<file path="config.mk">
export PLATFORM = sky130hd
export DESIGN_NAME = tdm_demux_4x1_flat
export DESIGN_NICKNAME = d
export VERILOG_FILES = /design/src/rtl/tdm_demux_4x1_if.sv /design/src/rtl/tdm_demux_4x1.sv /design/src/flat_wrapper.sv
export SDC_FILE = /design/constraint.sdc
export NUM_CORES = 1
export LEC_CHECK = 0
export ABC_AREA = 1
export BUFFER_PORTS_ARGS = -buffer_cell sky130_fd_sc_hd__buf_2
export CAP_MARGIN = 20
export CORE_UTILIZATION = 40
export CTS_BUF_LIST = sky130_fd_sc_hd__clkbuf_8
export DETAILED_ROUTE_END_ITERATION = 8
export PLACE_DENSITY = 0.58
export REMOVE_ABC_BUFFERS = 1
export SYNTH_ARGS = -nofsm -noshare
export SYNTH_HDL_FRONTEND = slang
export SYNTH_SLANG_ARGS = --single-unit
</file>
<file path="constraint.sdc">
create_clock -name clk -period 4.62 [get_ports clk]
set_input_delay 0.924 -clock clk [delete_from_list [all_inputs] [get_ports clk]]
set_output_delay 0.924 -clock clk [all_outputs]
set_load 0.03 [all_outputs]
</file>
<file path="src/rtl/tdm_demux_4x1_if.sv">
// tdm_demux_4x1_if: bundles the serial receive side and the recovered
// parallel frame side of the 1-to-4 TDM demultiplexer.
//   din, din_vld, fsync : serial bit, beat qualifier, frame-start marker
//   sel                 : slot the next accepted beat belongs to
//   lanes               : last complete frame, slot 0 in the low W bits
//   out_vld, frame_err  : single-cycle pulses (new frame / framing error)
//   locked              : high while frame alignment is held
// master drives the serial stream, slave is the demultiplexer.
interface tdm_demux_4x1_if #(
  parameter int W = 8
);
  logic           din;
  logic           din_vld;
  logic           fsync;
  logic [1:0]     sel;
  logic [4*W-1:0] lanes;
  logic           out_vld;
  logic           locked;
  logic           frame_err;

  modport master (
    output din, din_vld, fsync,
    input  sel, lanes, out_vld, locked, frame_err
  );

  modport slave (
    input  din, din_vld, fsync,
    output sel, lanes, out_vld, locked, frame_err
  );
endinterface

</file>
<file path="src/rtl/tdm_demux_4x1.sv">
// tdm_demux_4x1: receive-side 1-to-4 time-division demultiplexer.
// Rebuilds four W-bit lane words from a serial stream sent slot 0..3,
// MSB first, with fsync on the first bit of each frame. Slot timing is
// recovered by bit/slot counters; framing violations pulse frame_err.
// Ports:
//   clk  : rising-edge clock
//   rst  : asynchronous active-high reset
//   bus  : tdm_demux_4x1_if.slave (din/din_vld/fsync in; sel/lanes/
//          out_vld/locked/frame_err out, all driven from registers)
module tdm_demux_4x1 #(
  parameter int W = 8
) (
  input  logic           clk,
  input  logic           rst,
  tdm_demux_4x1_if.slave bus
);
  localparam int BW = $clog2(W);

  typedef enum logic [0:0] {
    HUNT = 1'b0,
    SYNC = 1'b1
  } state_e;

  state_e         state_q, state_d;
  logic [BW-1:0]  bit_cnt_q, bit_cnt_d;
  logic [1:0]     slot_cnt_q, slot_cnt_d;
  logic [4*W-1:0] shift_q, shift_d;
  logic [4*W-1:0] lanes_q, lanes_d;
  logic           out_vld_q, out_vld_d;
  logic           frame_err_q, frame_err_d;
  logic [4*W-1:0] frame_s;
  logic           at_start_s;

  // The first bit received lands at the top of the shift register, so
  // slot 0 sits in the upper W bits and must be moved to lanes[W-1:0].
  function automatic logic [4*W-1:0] slot_order(input logic [4*W-1:0] f);
    logic [4*W-1:0] r;
    r = '0;
    for (int s = 0; s < 4; s++) begin
      r[s*W +: W] = f[(3-s)*W +: W];
    end
    return r;
  endfunction

  // State register: FSM state, counters, shift register and output pulses.
  always_ff @(posedge clk or posedge rst) begin
    if (rst) begin
      state_q     <= HUNT;
      bit_cnt_q   <= '0;
      slot_cnt_q  <= 2'd0;
      shift_q     <= '0;
      lanes_q     <= '0;
      out_vld_q   <= 1'b0;
      frame_err_q <= 1'b0;
    end else begin
      state_q     <= state_d;
      bit_cnt_q   <= bit_cnt_d;
      slot_cnt_q  <= slot_cnt_d;
      shift_q     <= shift_d;
      lanes_q     <= lanes_d;
      out_vld_q   <= out_vld_d;
      frame_err_q <= frame_err_d;
    end
  end

  // Next-state logic: framing FSM plus counter and shift-register update.
  always_comb begin
    state_d     = state_q;
    bit_cnt_d   = bit_cnt_q;
    slot_cnt_d  = slot_cnt_q;
    shift_d     = shift_q;
    lanes_d     = lanes_q;
    out_vld_d   = 1'b0;
    frame_err_d = 1'b0;
    frame_s     = {shift_q[4*W-2:0], bus.din};
    // In SYNC both counters are zero only on the beat that must open a frame.
    at_start_s  = (bit_cnt_q == '0) && (slot_cnt_q == 2'd0);
    if (bus.din_vld) begin
      case (state_q)
        HUNT: begin
          if (bus.fsync) begin
            state_d    = SYNC;
            bit_cnt_d  = BW'(1);
            slot_cnt_d = 2'd0;
            shift_d    = {{(4*W-1){1'b0}}, bus.din};
          end else begin
            state_d = HUNT;
          end
        end
        SYNC: begin
          if (at_start_s && !bus.fsync) begin
            // Expected frame start missing: drop the beat and re-hunt.
            frame_err_d = 1'b1;
            state_d     = HUNT;
            bit_cnt_d   = '0;
            slot_cnt_d  = 2'd0;
            shift_d     = '0;
          end else if (bus.fsync) begin
            // Either the expected start or a mid-frame restart; the latter
            // abandons the partial frame but keeps alignment.
            frame_err_d = !at_start_s;
            bit_cnt_d   = BW'(1);
            slot_cnt_d  = 2'd0;
            shift_d     = {{(4*W-1){1'b0}}, bus.din};
          end else begin
            shift_d = frame_s;
            if (bit_cnt_q == BW'(W-1)) begin
              bit_cnt_d  = '0;
              slot_cnt_d = slot_cnt_q + 2'd1;
              if (slot_cnt_q == 2'd3) begin
                lanes_d   = slot_order(frame_s);
                out_vld_d = 1'b1;
              end else begin
                lanes_d = lanes_q;
              end
            end else begin
              bit_cnt_d = bit_cnt_q + BW'(1);
            end
          end
        end
        default: begin
          state_d    = HUNT;
          bit_cnt_d  = '0;
          slot_cnt_d = 2'd0;
        end
      endcase
    end else begin
      state_d = state_q;
    end
  end

  // Output logic: every output is a register or a decode of the state register.
  always_comb begin
    bus.sel       = slot_cnt_q;
    bus.lanes     = lanes_q;
    bus.out_vld   = out_vld_q;
    bus.frame_err = frame_err_q;
    bus.locked    = (state_q == SYNC);
  end
endmodule

</file>
<file path="src/flat_wrapper.sv">
// flat-port wrapper written by rule: the top's interface ports become plain ports
module tdm_demux_4x1_flat 
#(
  parameter int W = 8
)
  (clk, rst, bus_din, bus_din_vld, bus_fsync, bus_sel, bus_lanes, bus_out_vld, bus_locked, bus_frame_err);
  tdm_demux_4x1_if #(.W(W)) bus_i ();
  input  logic clk;
  input  logic rst;
  input wire logic [$bits(bus_i.din)-1:0] bus_din;
  input wire logic [$bits(bus_i.din_vld)-1:0] bus_din_vld;
  input wire logic [$bits(bus_i.fsync)-1:0] bus_fsync;
  output wire logic [$bits(bus_i.sel)-1:0] bus_sel;
  output wire logic [$bits(bus_i.lanes)-1:0] bus_lanes;
  output wire logic [$bits(bus_i.out_vld)-1:0] bus_out_vld;
  output wire logic [$bits(bus_i.locked)-1:0] bus_locked;
  output wire logic [$bits(bus_i.frame_err)-1:0] bus_frame_err;
  assign bus_i.din = bus_din;
  assign bus_i.din_vld = bus_din_vld;
  assign bus_i.fsync = bus_fsync;
  assign bus_sel = bus_i.sel;
  assign bus_lanes = bus_i.lanes;
  assign bus_out_vld = bus_i.out_vld;
  assign bus_locked = bus_i.locked;
  assign bus_frame_err = bus_i.frame_err;
  tdm_demux_4x1 #(.W(W)) u_core (.clk(clk), .rst(rst), .bus(bus_i));
endmodule
</file>
Word-level counts from Yosys, hierarchy flattened
Index checks and enable logic that the tools add are counted.

Register bits: 71. Input bits: 5.

Add/subtract/negate cells: 2. Eq/ne operators: 4. Muxes and demuxes: 27. Bitwise gates (word level): 3. Reductions and logical operators: 9.

Operators with widths (count): $mux W31 (3); $pmux W31 S2 (1); $mux W1 (12); $mux W3 (4); $mux W2 (4); $pmux W3 S2 (1); $reduce_and A6 Y1 (1); $ne A4 B4 Y1 const B (1); $pmux W2 S2 (1); $add A3 B1 Y3 const B (1); $eq A3 B3 Y1 const B (1); $logic_not A3 Y1 (1); $not A1 Y1 (3); $reduce_and A3 Y1 (1); $add A2 B1 Y2 const B (1); $eq A2 B2 Y1 const B (1); $logic_and A1 B1 Y1 (2); $logic_not A1 Y1 (2); $logic_not A2 Y1 (1); $ne A2 B2 Y1 const B (1); $pmux W1 S2 (1); $reduce_and A2 Y1 (1).

Longest topological paths before layout
Depth in word-level cells: 7. Depth in mapped cells: 12. Depth with buffers taken out: 11.

Least setup slack after synthesis
OpenSTA, ideal clock, no wires.

Kind: input port to flip-flop. Start point: input port bus_fsync. End point: register u_core.shift_q[1]. Setup time: 0.074 ns. Arrival time: 1.756 ns. Required time: 4.546 ns. Setup slack: 2.790 ns. Cell stages on the path: 8. Buffers on the path: 1. Cell sequence: inv_1 ha_1 inv_1 nand2_2 nor2_4 nand2_2 buf_6 o21ai_2.

Longest elaborated chain between the ends: 4. Elaborated cells between the ends (all ways): 7. Those cells by class: eq/ne (1); mux (3); reduce/logical (3).

RTL lines: from (decl) (RTL line flat_wrapper.sv:12) `input wire logic [$bits(bus_i.fsync)-1:0] bus_fsync;`; $logic_not A1 Y1 (RTL line tdm_demux_4x1.sv:91) `if (at_start_s && !bus.fsync) begin`; $logic_and A1 B1 Y1 (RTL line tdm_demux_4x1.sv:91); $mux W31 (RTL line tdm_demux_4x1.sv:91); $pmux W31 S2 (RTL line tdm_demux_4x1.sv:79) `case (state_q)`; to (signal assigned) (RTL line tdm_demux_4x1.sv:59) `shift_q <= shift_d;`; to (decl) (RTL line tdm_demux_4x1.sv:27) `logic [4*W-1:0] shift_q, shift_d;`.

Several ways; a longest one is shown, not always the timed one. A chain may end at the register's enable or synchronous reset.

Worst setup path after layout
Start point: input port bus_fsync. End point: register u_core.shift_q[3].

The elaborated chain is that of the path after synthesis.

==> metrics.cfg <==
[placed_design]
dp_slack_ps=2000
dpl_cell_area_um2=3290
dp.final_hpwl_um=3330
place_congestion=0.733
port_buffers=41

[timing]
layout_worst_path_cycle_share_pct=48.5
report.final.setup_viol=0
timing.fmax_mhz=446
setup_ws_final_ps=2380
slew_headroom_pct=39.5
max_slew.worst_pin.slew_ps=904
timing.final.crit_period_ps=2240
timing_hold_violations_final=0
final.setup.tns_ps=0
unrepaired_setup_endpoints_after_global_routing=false
drv_slew=0
timing.clock.skew_ps=4.87

[finish]
mostFrequentLayoutCell=sky130_fd_sc_hd__nand2_1
post_route_cells_drive_above_1_share_pct=34.5
area_growth_syn_to_layout_pct=13.3
finalNetCount=349
final.fill_count=720
most-common-layout-cells=sky130_fd_sc_hd__nand2_1 (82), sky130_fd_sc_hd__dfrtp_1 (71), sky130_fd_sc_hd__o21ai_2 (51)
post-route-cell-area_um2=3500
fin_util_pct=47.5
antenna_cells_inserted=0

[min_path]
path_type_of_the_worst_min_delay_path=flip-flop to flip-flop

[detailed_routing]
drt-pass1-iter-count=4
avgViaCountPerCell=4.51
avgRoutedWirePerCell_um=11.7
route.final.wire_length_um=5160
via_count=1990
drt-initial-drc-count=114
drc=0
drtAntennaViolNets=0

[clock_tree]
clk-insertion-delay-late_ps=340
cts_tree=done
cts_buffers=9
ctsHoldBuffers=0
cts-root-to-sink-buffers=2
cts_repair_resize_count=0
cts_post_setup_buffers_inserted=0
cts_htree_levels=3
cts_root_buf=sky130_fd_sc_hd__clkbuf_8
clock-sinks=71
clk_pin_slew_ps=70

[power_and_ir_drop]
power_density_nw_per_um2=367
power_leakage_nw=1.74
irDropWorstVdd_v=0.000124

[critical_path]
timing.critical_path.max_delay_family=simple AND/OR/NAND/NOR gates
critical_path_data_required_time_ps=4870
crit_chain=buf_2 -> inv_1 -> ha_1 -> inv_1 -> nand2_2 -> nor2_4 -> nand2_2 -> o21ai_2
cp_num_buf_inv=3
worstPathMaxFanout=30
criticalPathCategory=input port to flip-flop
crit_path_max_incr_delay_ps=500
crit_path_arrival_time_ps=2490
worstSetupEndpointType=flip-flop
timing.critical_path.slowest_stage_cell=sky130_fd_sc_hd__nand2_2
critPathLaunchType=input port

[floorplanning]
initial_utilization_pct=41.9
die_h_um=89.9
core_um2=7370
rows=31
top_level_ports=42
design.die.area_um2=8080
die_x_um=89.9

[synth]
syn-instance-count=296
synth.area.mux_share_pct=0
synth_area_per_cell_um2=10.4
postSynthRegisterBits=71
post_synth_xor_area_fraction_pct=0
synth_top_family_by_area=compound AO/OA/AOI/OAI gates
post_synth_num_cell_types=17
ys.warnings.count=0
synth-adder-area-share_pct=2.84
synth-compound-area-share_pct=16.6
synth_simple_gate_area_share_pct=13.4
yosysSeqAreaShare_pct=57.5
synth_cell_area_um2=3090

[job]
drv.max_cap_violation_count=0

[run_status]
run_status=complete, no violations

[grt]
first_pass_grt_wire_length_um=9260
grt_pass1_vias=1979
largest_net_degree_at_the_start_of_global_routing=64
grt_antenna_before_repair=0
globalRouteOverflowTotal=0
grt.total_usage_pct=14.3

where the power goes:
| part | total [mW] | leakage, nW | switching, mW | internal [mW] |
|---|---|---|---|---|
| combinational | 0.129 | 0.646 | 0.0978 | 0.0315 |
| clock | 0.505 | 0.114 | 0.215 | 0.290 |
| sequential | 0.650 | 0.984 | 0.0131 | 0.637 |
state kept, by name, summed over array words and instances (netlist names):
register / cells
u_core.bit_cnt_q: 3
u_core.bus.locked: 1
u_core.bus.out_vld: 1
u_core.bus.lanes: 32
u_core.shift_q: 31
u_core.bus.sel: 2
u_core.bus.frame_err: 1
worst reg2reg max path: cells and delay by family (launching register included):
family / cells / cell delay [ps]
AOI/OAI and AO/OA: 1 / 320
adders and majority gates: 2 / 390
buffers and inverters: 2 / 170
DFF: 1 / 390
and+or+nand+nor: 5 / 800
logic make-up (layout without fill, tap and decap cells):
kind of cell    after synthesis  after routing
simple gates                 99             99
buf+inv                      55            101
compound gates               64             64
flops                        71             71
fa+ha+maj                     7              7
area by class of cell:
cell class                      instances  area (um2)  area share [%]
Multi-Input combinational cell        170        1020            29.0
Inverter                               43         161            4.61
Clock buffer                           12         165            4.72
Tap cell                               99         124            3.54
Timing Repair Buffer                   42         213            6.08
Clock inverter                          4        43.8            1.25
Sequential cell                        71        1780            50.8
layer usage:
metal	wire (um)	global-route usage, %	share of wire (%)	vias up
met2	2370	22.5	46	31
met4	125	8.06	2.4	0
met5	0	0	0	-
met1	2510	18.8	49	933
li1	-	-	-	1017
met3	149	2.54	2.9	9
cells in the mapped netlist:
master	n	share of area (%)
sky130_fd_sc_hd__nand2_1	82	10
sky130_fd_sc_hd__dfrtp_1	71	58
sky130_fd_sc_hd__o21ai_2	51	14
sky130_fd_sc_hd__inv_1	40	4.9
sky130_fd_sc_hd__buf_6	12	4.4
sky130_fd_sc_hd__o21ai_1	11	1.8
sky130_fd_sc_hd__ha_1	7	2.8
sky130_fd_sc_hd__nand3_1	5	0.81
sky130_fd_sc_hd__inv_2	3	0.36
sky130_fd_sc_hd__nand2_2	3	0.61
sky130_fd_sc_hd__nor2_1	3	0.36
sky130_fd_sc_hd__nand4_1	2	0.40
sky130_fd_sc_hd__nor2_4	2	0.73
sky130_fd_sc_hd__nand2_4	1	0.36
sky130_fd_sc_hd__nor4_1	1	0.20
sky130_fd_sc_hd__o21ai_0	1	0.16
sky130_fd_sc_hd__o22ai_1	1	0.20
final timing paths:
check / depth (start not counted) / to / from / slack [ps]
max in group asynchronous: 3 / u_core.shift_q[15] / rst / 2950
worst min-delay path: 2 / u_core.bus.lanes[29] / u_core.bus.lanes[29] / 480
worst max-delay path: 8 / u_core.shift_q[3] / bus_fsync / 2380
worst max register to register: 10 / u_core.shift_q[3] / u_core.bit_cnt_q[0] / 2460
worst min register to register: 2 / u_core.bus.lanes[29] / u_core.bus.lanes[29] / 480
min in group asynchronous: 2 / u_core.bus.lanes[2] / rst / 750
through the flow:
stage,hold slack [ps],cells,total power [mW]
2_1_floorplan,455,284,0.757
3_3_place_gp,457,425,0.791
3_5_place_dp,463,425,0.794
4_1_cts,481,441,1.31
5_1_grt,504,441,1.35
6_report,476,441,1.28
No activity file was read; power rests on OpenSTA's default activity.
